**src/rtl/coherence_ctrl.sv**
```systemverilog
// rtl/coherence_ctrl.sv - two-cache bus arbiter with snoop-forced writeback ahead of reads
module coherence_ctrl #(
  parameter int ADDR_W = 32,
  parameter int DATA_W = 32
) (
  input  logic              CLK,
  input  logic              RST,
  input  logic [1:0]        dREN,
  input  logic [1:0]        dWEN,
  input  logic [ADDR_W-1:0] daddr0,
  input  logic [ADDR_W-1:0] daddr1,
  input  logic [DATA_W-1:0] dstore0,
  input  logic [DATA_W-1:0] dstore1,
  input  logic [1:0]        ccdirty,
  output logic [1:0]        dwait,
  output logic [DATA_W-1:0] dload0,
  output logic [DATA_W-1:0] dload1,
  output logic [1:0]        ccwait,
  output logic [1:0]        ccwrite,
  output logic [ADDR_W-1:0] ccsnoopaddr,
  output logic              ramREN,
  output logic              ramWEN,
  output logic [ADDR_W-1:0] ramaddr,
  output logic [DATA_W-1:0] ramstore,
  input  logic [DATA_W-1:0] ramload,
  input  logic              ram_ready
);

  typedef enum logic [3:0] {
    IDLE, WB1, WB2, SNOOP, SWB1, SWB2, RD1, RD2, DONE
  } state_t;

  state_t state, state_n;
  logic   g, g_n, prio, prio_n;
  logic   o;
  logic   g_sel;
  logic [1:0]        req;
  logic [ADDR_W-1:0] addr_g, addr_o;
  logic [DATA_W-1:0] data_g, data_o;

  // granted/other cache views of the request buses
  assign o      = ~g;
  assign req    = dREN | dWEN;
  assign addr_g = g ? daddr1  : daddr0;
  assign addr_o = g ? daddr0  : daddr1;
  assign data_g = g ? dstore1 : dstore0;
  assign data_o = g ? dstore0 : dstore1;

  // grant candidate in IDLE: priority breaks ties, a lone requester wins outright
  always_comb begin
    g_sel = g;
    if (req == 2'b11)      g_sel = prio;
    else if (req == 2'b10) g_sel = 1'b1;
    else if (req == 2'b01) g_sel = 1'b0;
  end

  // state, grant and priority registers
  always_ff @(posedge CLK) begin
    if (RST) begin
      state <= IDLE;
      g     <= 1'b0;
      prio  <= 1'b0;
    end else begin
      state <= state_n;
      g     <= g_n;
      prio  <= prio_n;
    end
  end

  // next-state and bus outputs; the non-granted cache always sees dwait high
  always_comb begin
    state_n     = state;
    g_n         = g;
    prio_n      = prio;
    dwait       = 2'b11;
    dload0      = '0;
    dload1      = '0;
    ccwait      = 2'b00;
    ccwrite     = 2'b00;
    ccsnoopaddr = '0;
    ramREN      = 1'b0;
    ramWEN      = 1'b0;
    ramaddr     = '0;
    ramstore    = '0;
    case (state)
      IDLE: begin
        g_n = g_sel;
        if (dWEN[g_sel])      state_n = WB1;
        else if (dREN[g_sel]) state_n = SNOOP;
      end
      WB1, WB2: begin
        ramWEN   = 1'b1;
        ramaddr  = addr_g;
        ramstore = data_g;
        if (ram_ready) begin
          dwait[g] = 1'b0;
          state_n  = (state == WB1) ? WB2 : DONE;
        end
      end
      SNOOP: begin
        ccwait[o]   = 1'b1;
        ccsnoopaddr = addr_g;
        if (dREN[o] | dWEN[o]) begin
          // other cache is mid-transaction: back off and let it go first
          state_n = IDLE;
          prio_n  = o;
        end else if (ccdirty[o]) begin
          state_n = SWB1;
        end else begin
          state_n = RD1;
        end
      end
      SWB1, SWB2: begin
        ccwait[o]   = 1'b1;
        ccwrite[o]  = 1'b1;
        ccsnoopaddr = addr_g;
        if (dWEN[o]) begin
          ramWEN   = 1'b1;
          ramaddr  = addr_o;
          ramstore = data_o;
          if (ram_ready) begin
            dwait[o] = 1'b0;
            state_n  = (state == SWB1) ? SWB2 : RD1;
          end
        end
      end
      RD1, RD2: begin
        ccwait[o] = 1'b1;
        ramREN    = 1'b1;
        ramaddr   = addr_g;
        if (g) dload1 = ramload;
        else   dload0 = ramload;
        if (ram_ready) begin
          dwait[g] = 1'b0;
          state_n  = (state == RD1) ? RD2 : DONE;
        end
      end
      DONE: begin
        prio_n  = o;
        state_n = IDLE;
      end
      default: state_n = IDLE;
    endcase
  end

endmodule

```
**config.mk**
```make
export PLATFORM = sky130hd
export DESIGN_NAME = coherence_ctrl
export DESIGN_NICKNAME = d
export VERILOG_FILES = /design/src/rtl/coherence_ctrl.sv
export SDC_FILE = /design/constraint.sdc
export NUM_CORES = 1
export LEC_CHECK = 0
export CORE_AREA = 4 4 128 130
export CTS_BUF_LIST = sky130_fd_sc_hd__clkbuf_8 sky130_fd_sc_hd__clkbuf_16
export DETAILED_ROUTE_END_ITERATION = 16
export DIE_AREA = 0 0 132 134
export GPL_ROUTABILITY_DRIVEN = 0
export SLEW_MARGIN = 20
export SYNTH_ARGS = -nofsm -noshare
export SYNTH_HDL_FRONTEND = slang
export SYNTH_SLANG_ARGS = --single-unit
export TNS_END_PERCENT = 10
```
**constraint.sdc**
```tcl
create_clock -name CLK -period 2.9 [get_ports CLK]
set_input_delay 0.87 -clock CLK [delete_from_list [all_inputs] [get_ports CLK]]
set_output_delay 0.87 -clock CLK [all_outputs]
set_load 0.01 [all_outputs]
```
### After elaboration in Yosys (flattened, before gate mapping)

Index checks and enable logic that the tools add are counted.

| word-level totals | value |
|---|---|
| output and inout bits | 168 |
| logic and storage cells | 95 |
| bits in registers | 6 |
| bits of input ports | 169 |

| cells by class | value |
|---|---|
| eq/ne operators | 17 |
| order comparisons | 5 |
| bitwise logic cells | 5 |
| multiplexer cells | 53 |
| reduce and logical (&&, ||, !) cells | 12 |

Operators with widths:

| operator | count |
|---|---|
| two-way mux 32 bit | 11 |
| one-hot mux 32 bit (2 select lines) | 2 |
| two-way mux 4 bit | 8 |
| one-hot mux 4 bit (5 select lines) | 1 |
| two-way mux 1 bit | 18 |
| == test 4 x 3 -> 1 bit, second input constant | 4 |
| two-way mux 2 bit | 7 |
| inequality test 2 bit, second input constant | 5 |
| == test 4 x 2 -> 1 bit, second input constant | 2 |
| < comparator 1 x 2 -> 1 bit, second input constant | 3 |
| OR reduction 2 bit | 3 |
| AND reduction 5 bit | 1 |
| OR reduction 5 bit | 1 |
| == test 2 bit, second input constant | 2 |
| == test 4 x 1 -> 1 bit, second input constant | 1 |
| == test 4 bit, second input constant | 1 |
| zero test 4 bit | 1 |
| NOT 2 bit | 2 |
| one-hot mux 1 bit (2 select lines) | 2 |
| one-hot mux 2 bit (2 select lines) | 1 |
| OR reduction 4 bit | 1 |
| two-way mux 3 bit | 1 |
| inequality test 3 bit, second input constant | 1 |
| OR reduction 3 bit | 1 |
| 9 further kinds | 12 |

### Logic depth before layout (Yosys ltp)

Gate-level depths: netlist of run 1.

| logic depth | value |
|---|---|
| depth in word-level cells | 10 |
| gate-level depth with buffers | 7 |
| mapped depth without buffers | 5 |

### Worst setup path before layout of run 1

Ideal clock, no wire load.

| path | value |
|---|---|
| path kind | in2out |
| start point | in dWEN[0] |
| end point | out ramaddr[11] |
| arrival time | 1786 ps |
| buffers on the path | 2 |
| required time | 2030 ps |
| setup slack | 244 ps |
| stages | 6 |
| cells stage by stage | mux2i_1 -> nor2_1 -> buf_2 -> buf_2 -> a221oi_1 -> a21oi_1 |

| between the ends | value |
|---|---|
| longest elaborated chain between the ends | 4 |

RTL lines:

| element | RTL line | text |
|---|---|---|
| from (decl) | 9 | `input logic [1:0] dWEN,` |
| two-way mux 1 bit (not written as such) (2 in a row) | 117 | `if (dWEN[o]) begin` |
| two-way mux 32 bit | 117 |  |
| one-hot mux 32 bit (2 select lines) | 85 | `case (state)` |
| to (decl) | 23 | `output logic [ADDR_W-1:0] ramaddr,` |

Every way passes these cells. The select of a mux whose other input is x is not followed.

### Worst setup path in the final report of run 1

| path | value |
|---|---|
| start point | in dWEN[0] |
| end point | out ramaddr[12] |

The elaborated chain is that of the path after synthesis.

==> results of run 1 <==
worst max-delay path, cell delays in order:
cell      delay (ps)
buf_6             90
mux2i_1          140
buf_4            150
nor2_4            40
buf_12           130
buf_16           150
buf_16           160
a221oi_1         280
a21oi_1           70
buf_2            160
sequential cells by signal, indices dropped and copies added, names as in the netlist:
register / cells
state: 4
g: 1
prio: 1
power by group:
group          internal, W  leakage [nW]  total, W  switching (W)
combinational      0.00215          3.09   0.00451        0.00236
sequential        0.000111        0.0502  0.000141      0.0000301
clock             0.000180        0.0423  0.000238      0.0000585
worst min-delay path by stage:
stage,endpoint,slack (ps),cells past startpoint
final,state[1],530,2
after global routing,state[1],550,2
after CTS,state[1],530,2
after detailed placement,state[1],540,2
after global placement,state[1],560,2
after floorplan,g,540,2
per-layer routing:
layer	up-vias	part of all wire, %	track usage (%)
met4	0	0.80	2.800
met2	268	51	35.78
met3	9	9.0	5.326
met1	2467	39	22.01
met5	-	0	0
li1	2487	-	-
cell type report:
class | count | area (sq um)
Inverter | 3 | 11.26
Fill cell | 1484 | 7865
Clock buffer | 3 | 75.07
Timing Repair Buffer | 397 | 3870
Multi-Input combinational cell | 387 | 2960
Sequential cell | 6 | 125.1
Clock inverter | 1 | 3.754
Tap cell | 188 | 235.2
cell families (layout without fill, tap and decap cells):
logic type	after synthesis	count (layout)	share of synthesized area [%]
DFF	6	6	3.962
and+or+nand+nor	137	137	24.23
AOI/OAI and AO/OA	210	210	48.99
buffers and inverters	65	404	9.657
xor gates and xnor gates	2	2	0.5779
muxes	38	38	12.59
cell usage in the layout (no fill, tap or decap), types with 19 or more instances in the layout:
master | netlist | routed
clkdlybuf4s50_1 | 0 | 218
a21oi_1 | 68 | 68
and2_1 | 65 | 65
buf_2 | 24 | 62
a22oi_1 | 64 | 57
a221oi_2 | 0 | 44
nor2_1 | 42 | 40
mux2i_1 | 37 | 37
buf_4 | 5 | 30
dlygate4sd2_1 | 0 | 28
a221oi_1 | 64 | 20
dlymetal6s2s_1 | 0 | 19
per-stage QoR:
stage / hold slack [ps] / total power [W]
after detailed placement: 543.6 / 0.004823
final: 532.1 / 0.004888
after global placement: 555.0 / 0.004747
after floorplan: 538.2 / 0.002510
after CTS: 526.7 / 0.004740
after global routing: 548.8 / 0.005272
what timing repair did:
item,CTS,global route
buffers inserted,3,2
pin swaps,16,14
hold endpoints to repair,0,0
cloned,4,2
hold buffers,0,0
setup endpoints to repair,161,149
gates resized for setup,325,85
==> reports/results.txt, run 1 <==
Worst slew margin - 57.11%
Worst endpoint required time - 2030 ps
DRC - 0
Ant diodes - 0
Vias in the first global route - 5219
Warnings, synthesis - 0
Critical R2R Launch - state[3]
HP Class - flop to flop
Antenna violations before repair - 0
Fin crit share - 108.5%
Drt total wl - 18.66 mm
Min Tclk post-route - 3147 ps
Final setup fails - 102
Top cell type's share of synthesized area - 18.49%
Starting density of the core - 20.02%
Critical Path Source Type - primary input
Clock latency on the worst-skew pair - 240 ps
Dpl cell area - 0.006877 sq mm
Clk sinks - 6
Final hold vios - 0
Syn_area_per_cell - 6.619 sq um
Synth area leaders - a221oi_1, a22oi_1, and2_1
Status - finished with violations
Clock root buffer - clkbuf_16
Clock slew at reported path FFs - 30 ps
Start point of the worst hold path - state[1]
Fin Clk Skew - 4.055 ps
Core area - 0.01515 sq mm
Fmax - 317.8 MHz
Maxcap violations - 0
Global-route usage over all layers - 19.09%
DIE AREA - 0.01769 sq mm
H-tree depth - 1
Yosys top cell by area - a221oi_1
Crit path DAT - 2280 ps
Pin count of the biggest net entering global routing - 86
Vias post-DR - 5231
Setup TNS - -9921 ps
Asr flop ratio synth - 0%
Fin. max-slew vios - 0
Reg2Reg Capture Point - state[0]
WL per Instance - 18.94 um
Detailed Place HPWL - 13.89 mm
CTS Buf Count - 3
R2R cell count - 6
Number of DRC markers in iteration 0 - 225
Post-synth top cells - a21oi_1, and2_1, a221oi_1, a22oi_1, nor2_1
Worst IR drop on VDD - 0.0003416 V
Worst slack, placed - -888.5 ps
RSZ-0062 raised after global routing - yes
FF+latch count, synth - 6
Ys flop type - dfxtp_1
Die W - 132 um
Mapped Area - 0.003032 sq mm
Count leader, synth - a21oi_1
Share of post-route cells with drive strength above 1 - 24.47%
First-pass GRT wire length - 28.31 mm
Final Cell Area - 0.007281 sq mm
Pre-antenna DRT Iters - 5
Crit. Startpoint - dWEN[0]
Gr ovfl total - 0
Synthesized Nets - 627
Setup ws final - -247.0 ps
Final core occ - 48.07%
CP Capture Point - ramaddr[12]
Crit Path Class - primary input to primary output
CTS tree - built
Power Dens Cells - 671.4 mW/mm^2
Port bufs - 336
Clock buffer depth - 2
Synth Instances - 458
Final Non-Filler Cells - 985
Final net count - 967
Crit path max fanout - 12
Area grow syn2layout - 140.2%
Nature of the critical path endpoint - primary output
Die H - 134 um
Post-synth EDFFs - 0
Failing checks - negative setup slack
Inst Count DP - 971
Register area share after synthesis - 3.962%
Synth cell types - 36
Vias per inst - 5.311
Worst Tran Pin Value - 637.9 ps
Antenna viol nets, final - 0
R2r setup slk - 1080 ps
Row Count - 45
Leakage power - 3.181 nW
IO Pins - 337
(Power assumes the default switching activity.)
==> run 2: changes to the inputs <==
--- a/config.mk
+++ b/config.mk
@@ -10,7 +10,6 @@
 export DETAILED_ROUTE_END_ITERATION = 16
 export DIE_AREA = 0 0 132 134
 export GPL_ROUTABILITY_DRIVEN = 0
-export SLEW_MARGIN = 20
 export SYNTH_ARGS = -nofsm -noshare
 export SYNTH_HDL_FRONTEND = slang
 export SYNTH_SLANG_ARGS = --single-unit
==> results of run 2 <==
The final DEF is identical to that of run 1; final timing and power are the same.
==> run 3: changes to the inputs <==
--- a/config.mk
+++ b/config.mk
@@ -5,11 +5,13 @@
 export SDC_FILE = /design/constraint.sdc
 export NUM_CORES = 1
 export LEC_CHECK = 0
+export ABC_AREA = 1
 export CORE_AREA = 4 4 128 130
 export CTS_BUF_LIST = sky130_fd_sc_hd__clkbuf_8 sky130_fd_sc_hd__clkbuf_16
 export DETAILED_ROUTE_END_ITERATION = 16
 export DIE_AREA = 0 0 132 134
 export GPL_ROUTABILITY_DRIVEN = 0
+export MAX_ROUTING_LAYER = met4
 export SYNTH_ARGS = -nofsm -noshare
 export SYNTH_HDL_FRONTEND = slang
 export SYNTH_SLANG_ARGS = --single-unit
==> run 3 against run 2 <==
The run now ends clean. Utilization is 1.1 points lower. Routed wire length down 5.8%. Sequential cell count did not move. Clock-buffer cell count did not move. Power up 8.8%. Sequential share of layout area is essentially flat. Fmax increased by 11%. Synthesized cell count increased by 24%. Clock skew barely moved. Highest routed layer unchanged. Non-clock buffer count down 16. Setup slack better by 310 ps. Clock power decreased by 3%.
==> reports/results.txt, run 3 <==
Crit. Startpoint - daddr1[19]
Top cell type's share of synthesized area - 27.91% (+9.4 points)
Clock slew at reported path FFs - 40 ps (about the same)
Mapped Area - 0.003443 sq mm (+14%)
Pre-antenna DRT Iters - 4 (-1)
Multi-input gate area - 0.002945 sq mm (-0.51%)
Post-synth top cells - nand2_1, mux2i_1, nor3_1
Min Tclk post-route - 2837 ps (-309.9 ps)
Synth area leaders - mux2i_1, nand2_1, o22ai_2
Yosys top cell by area - mux2i_1
Gr ovfl total - 0 (unchanged)
Critical R2R Launch - g
Pin count of the biggest net entering global routing - 54 (-37%)
Nature of the critical path endpoint - primary output
FF+latch count, synth - 6 (unchanged)
Vias per inst - 4.660 (-12%)
Ys flop type - dfxtp_1
Commonest non-fill, non-tap cell in the layout - clkdlybuf4s50_1
Clock buffer depth - 2 (unchanged)
Antenna violations before repair - 0 (unchanged)
Post-Synth Simple-Gate Area - 35.32% (+11 points)
DIE AREA - 0.01769 sq mm (unchanged)
Syn_area_per_cell - 6.041 sq um (-8.7%)
Worst Tran Pin Value - 397.9 ps (-240.0 ps)
HP Class - flop to flop
Crit path max fanout - 2 (-10)
DRC - 0 (unchanged)
Status - finished clean
Share of post-route cells with drive strength above 1 - 20.53% (-3.9 points)
Worst slew margin - 72.71% (+16 points)
Vias in the first global route - 4864 (-6.8%)
Post-synth EDFFs - 0 (unchanged)
Register area share after synthesis - 3.488% (-0.47 points)
Final setup fails - 0 (-100%)
Drt total wl - 17.58 mm (-5.8%)
Largest family of logic cells by synthesized area - simple AND/OR/NAND/NOR gates
R2r setup slk - 1110 ps (+30 ps)
Leakage power - 3.548 nW (+12%)
Max incr delay on CP - 420 ps (+140 ps)
Clock root buffer - clkbuf_16
Worst IR drop on VDD - 0.0003300 V (-3.4%)
Setup ws final - 62.92 ps (+309.9 ps)
Largest Register - state
CTS Buf Count - 3 (unchanged)
Fmax - 352.5 MHz (+11%)
Final hold vios - 0 (unchanged)
Commonest non-fill, non-tap cells in the layout - clkdlybuf4s50_1, nand2_1, mux2i_1, dlygate4sd2_1, nor3_1
Critical Path Source Type - primary input
Cts hold-fix bufs - 0 (unchanged)
Synth cell types - 28 (-22%)
Synthesized Nets - 739 (+18%)
Starting density of the core - 22.73% (+2.7 points)
Maxcap violations - 0 (unchanged)
Area grow syn2layout - 106.8%
IO Pins - 337 (unchanged)
Fillers - 1608 (+8.4%)
Worst slack, placed - -676.1 ps (+212.3 ps)
Post-Synth Adder-Cell Area - 0% (unchanged)
Critical-path cell list - clkdlybuf4s50_1, mux2i_1, nor2_1, dlygate4sd2_1
CTS tree - built
Final net count - 1076 (+11%)
Worst endpoint required time - 2030 ps (about the same)
R2R cell count - 10 (+4)
Reg2Reg Capture Point - state[1]
Die W - 132 um (unchanged)
Crit Path Class - primary input to primary output
Count leader, synth - nand2_1
Power Dens Cells - 747.3 mW/mm^2 (+11%)
Number of DRC markers in iteration 0 - 154 (-32%)
Antenna viol nets, final - 0 (unchanged)
Fin Clk Skew - 4.316 ps (+0.2608 ps)
Total power - 0.005321 W (+8.8%)
First-pass GRT wire length - 26.08 mm (-7.9%)
Crit path DAT - 1970 ps (-310 ps)
Mux contribution to synthesized area - 27.91% (+15 points)
Port bufs - 336 (unchanged)
Synth Area in XOR/XNOR - 0% (-0.58 points)
Ant diodes - 0 (unchanged)
Die H - 134 um (unchanged)
H-tree depth - 1 (unchanged)
Global-route usage over all layers - 18.62% (-0.46 points)
Clk sinks - 6 (unchanged)
Fin. max-slew vios - 0 (unchanged)
Slowest CP cell - clkdlybuf4s50_1
Detailed Place HPWL - 13.58 mm (-2.2%)
WL per Instance - 16.07 um (-15%)
FF/Latch Area - 123.9 sq um (-1.0%)
Compound-Gate Fraction of Synth Area - 19.44% (-30 points)
Synth Instances - 570 (+24%)
Clock latency on the worst-skew pair - 230 ps (about the same)
Row Count - 45 (unchanged)
Vias post-DR - 5098 (-2.5%)
Core area - 0.01515 sq mm (unchanged)
Regs by FF count - state: 4 flops, g: 1 flops, prio: 1 flops
Max reg flops - 4 (unchanged)
Asr flop ratio synth - 0% (unchanged)
Fin crit share - 97.83% (-11 points)
Warnings, synthesis - 0 (unchanged)
CP Capture Point - ccsnoopaddr[19]
[run 3: changes by cell type in the layout (fill, tap and decap cells not counted), moves of 38 or more]
cell             change
and2_1              -65
nand2_1            +140
inv_1               +38
dlygate4sd2_1       +67
a221oi_2            -44
nor3_1              +61
a22oi_1             -57
mux2i_1             +58
a21oi_1             -60
clkdlybuf4s50_1     -47
[run 3: power breakdown]
part           internal (W)  switching [W]  leakage [nW]  total [W]
clock network      0.000179      0.0000524        0.0423   0.000232
logic               0.00221        0.00270          3.46    0.00491
registers          0.000118      0.0000567        0.0501   0.000175
[run 3: worst min path at each step]
| stage | from | to | slack [ps] | cells after the start |
|---|---|---|---|---|
| floorplan | prio | prio | 460 | 2 |
| global placement | prio | prio | 500 | 2 |
| detailed placement | prio | prio | 500 | 2 |
| CTS | prio | prio | 530 | 2 |
| global route | prio | prio | 570 | 2 |
| finish | prio | prio | 520 | 2 |
[run 3: metrics by stage]
step | instance area, sq um | instances | setup TNS (ps) | hold slack, ps | utilization [%]
after floorplan | 3443 | 570 | 0 | 459.9 | -
after global placement | 7149 | 1080 | -48410 | 504.6 | 47.20
after detailed placement | 7149 | 1080 | -50960 | 501.4 | 47.20
after CTS | 7073 | 1094 | -424.0 | 527.2 | 46.70
after global routing | 7121 | 1094 | -15.16 | 565.5 | 47.01
final | 7121 | 1094 | 0 | 522.4 | 47.01
[run 3: worst max-delay path, delay by kind of cell]
family                 cells  cell delay (ps)
and+or+nand+nor            1               80
muxes                      1              300
buffers and inverters      2              710
[run 3: layer usage]
metal | wire (um) | global-route usage (%)
met5 | 0 | -
met2 | 8523 | 31.73
met4 | 401 | 4.609
met3 | 942 | 3.113
met1 | 7713 | 23.01
[run 3: cell type report]
type                    instances  area share [%]
clock inverters                 1         0.05271
well taps                     188           3.303
inverters                      51           2.706
clock buffers                   3           1.054
repair buffers                381           49.78
flip-flops and latches          6           1.740
multi-input cells             464           41.36
[run 3: repair_timing]
item / CTS / global route
pin swaps: 12 / 13
cloned: 5 / 0
setup endpoints to repair: 163 / 49
setup buffers: 5 / 1
gates resized for setup: 367 / 36
[run 3: logic make-up after synthesis]
family          count (synthesis)
compound gates                 83
flops                           6
simple gates                  285
buf+inv                       100
mux                            96
==> patch, RTL diff (config.mk and constraints of run 2) <==
Make the reset (`RST`) asynchronous in one clocked block.
--- a/src/rtl/coherence_ctrl.sv
+++ b/src/rtl/coherence_ctrl.sv
@@ -55,7 +55,7 @@
   end
 
   // state, grant and priority registers
-  always_ff @(posedge CLK) begin
+  always_ff @(posedge CLK or posedge RST) begin
     if (RST) begin
       state <= IDLE;
       g     <= 1'b0;
Check against the original RTL: differs if RST is asserted again (counterexample within 4 cycles, from zero or initial values and one cycle with RST high); with RST held inactive, the same outputs for 4 cycles.
==> patch against run 2 <==
- the flow still finishes with violations (negative setup slack)
- utilization down 2.2 points
- worst setup slack better by 120 ps
- total power up 27%
- synthesized area up 4.0%
- sequential cell count unchanged
- design area down 4.6%
- register-to-register slack worse by 240 ps
- routed wire length up 2.6%
==> patch: results (changes against run 2) <==
GRT
The routing usage on met3 is 4.24% (-1.1 points). The met1 routing resource usage after global routing was 21.7% (-0.29 points). The fraction of met2 tracks used by global routing is 37.7% (+1.9 points). The pin count of the biggest net entering global routing is 95 (+10%). The overall track demand over capacity in global routing is 19.6% (+0.54 points).

The global-route wire length before repair is 28600 um (+1.1%).

Outcome
The run finished, with violations left. The checks that failed: negative setup slack.

Routing
The number of design-rule violations left by the first detailed-router iteration is 249 (+11%). The count of vias placed by the detailed router is 5281 (+0.96%).

Setup path
The highest cell delay on the worst timing path is 180 ps (-100 ps). The worst endpoint data arrival time is 2160 ps (-120 ps). The start of the worst register-to-register path is g.

Placement
The total half-perimeter wirelength after legalization and detailed placement is 14400 um (+3.5%). The post-placement cell area was 6730 um^2 (-2.1%). The post-placement setup slack was -1060 ps (-168 ps).

Logic synthesis
The share of the synthesized area in compound gates (AO/OA/AOI/OAI) is 48.2% (-0.80 points). The fraction of synthesis flops using an asynchronous set or reset pin is 100% (+100 points). The count of unique library cells instantiated by Yosys is 44 (+22%). The net count after synthesis is 623 (-0.64%).

Timing
The final setup violation count is 50 (-51%). The setup skew after layout is 6.20 ps (+2.14 ps). The setup slack of the critical path after layout is -128 ps (+119 ps).

Min path
The path with the worst hold slack has its endpoint at prio. The hold path startpoint is prio.

Finish
The fraction of final layout cells with drive strength greater than 1 is 21.4% (-3.1 points). The layout net count is 950 (-1.8%).
-- patch: changes by cell type in the layout (fill, tap and decap cells not counted), moves of 4 or more --
cell             delta
clkdlybuf4s50_1    -47
dlygate4sd2_1      +71
and2_1             -32
dlymetal6s2s_1     -19
dfrtp_1             +5
dfxtp_1             -4
a221oi_1           +15
buf_4               -8
buf_16              -5
nor3_1              -4
and3_1             +32
a221oi_2           -17
buf_2               -4
-- patch: repair_timing --
item / in CTS / in global routing
buffers inserted: 15 / 3
gates resized for setup: 378 / 53
endpoints found under the setup margin: 163 / 68
pin swaps: 41 / 16
cloned: 5 / 0
-- patch: final cells by class --
type / count / area [um^2]
multi-input combinational: 380 / 2900
tap: 188 / 235
clock buffer: 3 / 75.1
clock inverter: 1 / 3.75
inverter: 5 / 18.8
antenna: 3 / 7.51
timing repair buffer: 385 / 3550
fill: 1583 / 8200
sequential: 6 / 154
-- patch: how the worst max path moves through the flow --
stage,startpoint,end,slack [ps],cells after the start
4_1_cts,dWEN[1],ramstore[6],-320,9
2_1_floorplan,dWEN[0],ramaddr[11],170,6
6_report,dWEN[1],ramaddr[19],-130,10
5_1_grt,dWEN[1],ramstore[28],-200,10
3_3_place_gp,dWEN[1],ramaddr[1],-1090,7
3_5_place_dp,dWEN[1],ramaddr[1],-1060,7
-- patch: power by group through the flow --
stage | Combinational [mW] | Clock, mW | Sequential, mW
after detailed placement | 6.16 | 0 | 0.155
final | 5.80 | 0.232 | 0.165
after global routing | 6.29 | 0.241 | 0.170
after floorplan | 3.20 | 0 | 0.142
after CTS | 5.64 | 0.235 | 0.164
after global placement | 6.10 | 0 | 0.155
-- patch: layer usage --
metal	part of all wire [%]	vias up	wire, um
met1	38	2512	7210
met3	7.1	28	1360
met4	1.9	0	371
li1	-	2478	-
met5	0	-	0
met2	53	263	10200
-- patch: worst reg2reg max path, stage by stage (launching register included) --
cell,delay [ps]
dfrtp_4,430
buf_4,180
buf_16,340
nor3_1,250
a2111o_1,400
a21oi_1,200
mux2i_1,200
-- patch: metrics by stage --
step,cells,power (mW),setup TNS [ps]
final,971,6.20,-2190
after detailed placement,945,6.32,-61470
after CTS,969,6.04,-6190
after global routing,971,6.70,-6010
after floorplan,454,3.34,0
after global placement,945,6.26,-59710
-- patch: kinds of logic after synthesis --
| group | Yosys count |
|---|---|
| buf+inv | 68 |
| compound gates | 214 |
| flops | 6 |
| xor+xnor | 2 |
| simple gates | 127 |
| mux | 37 |
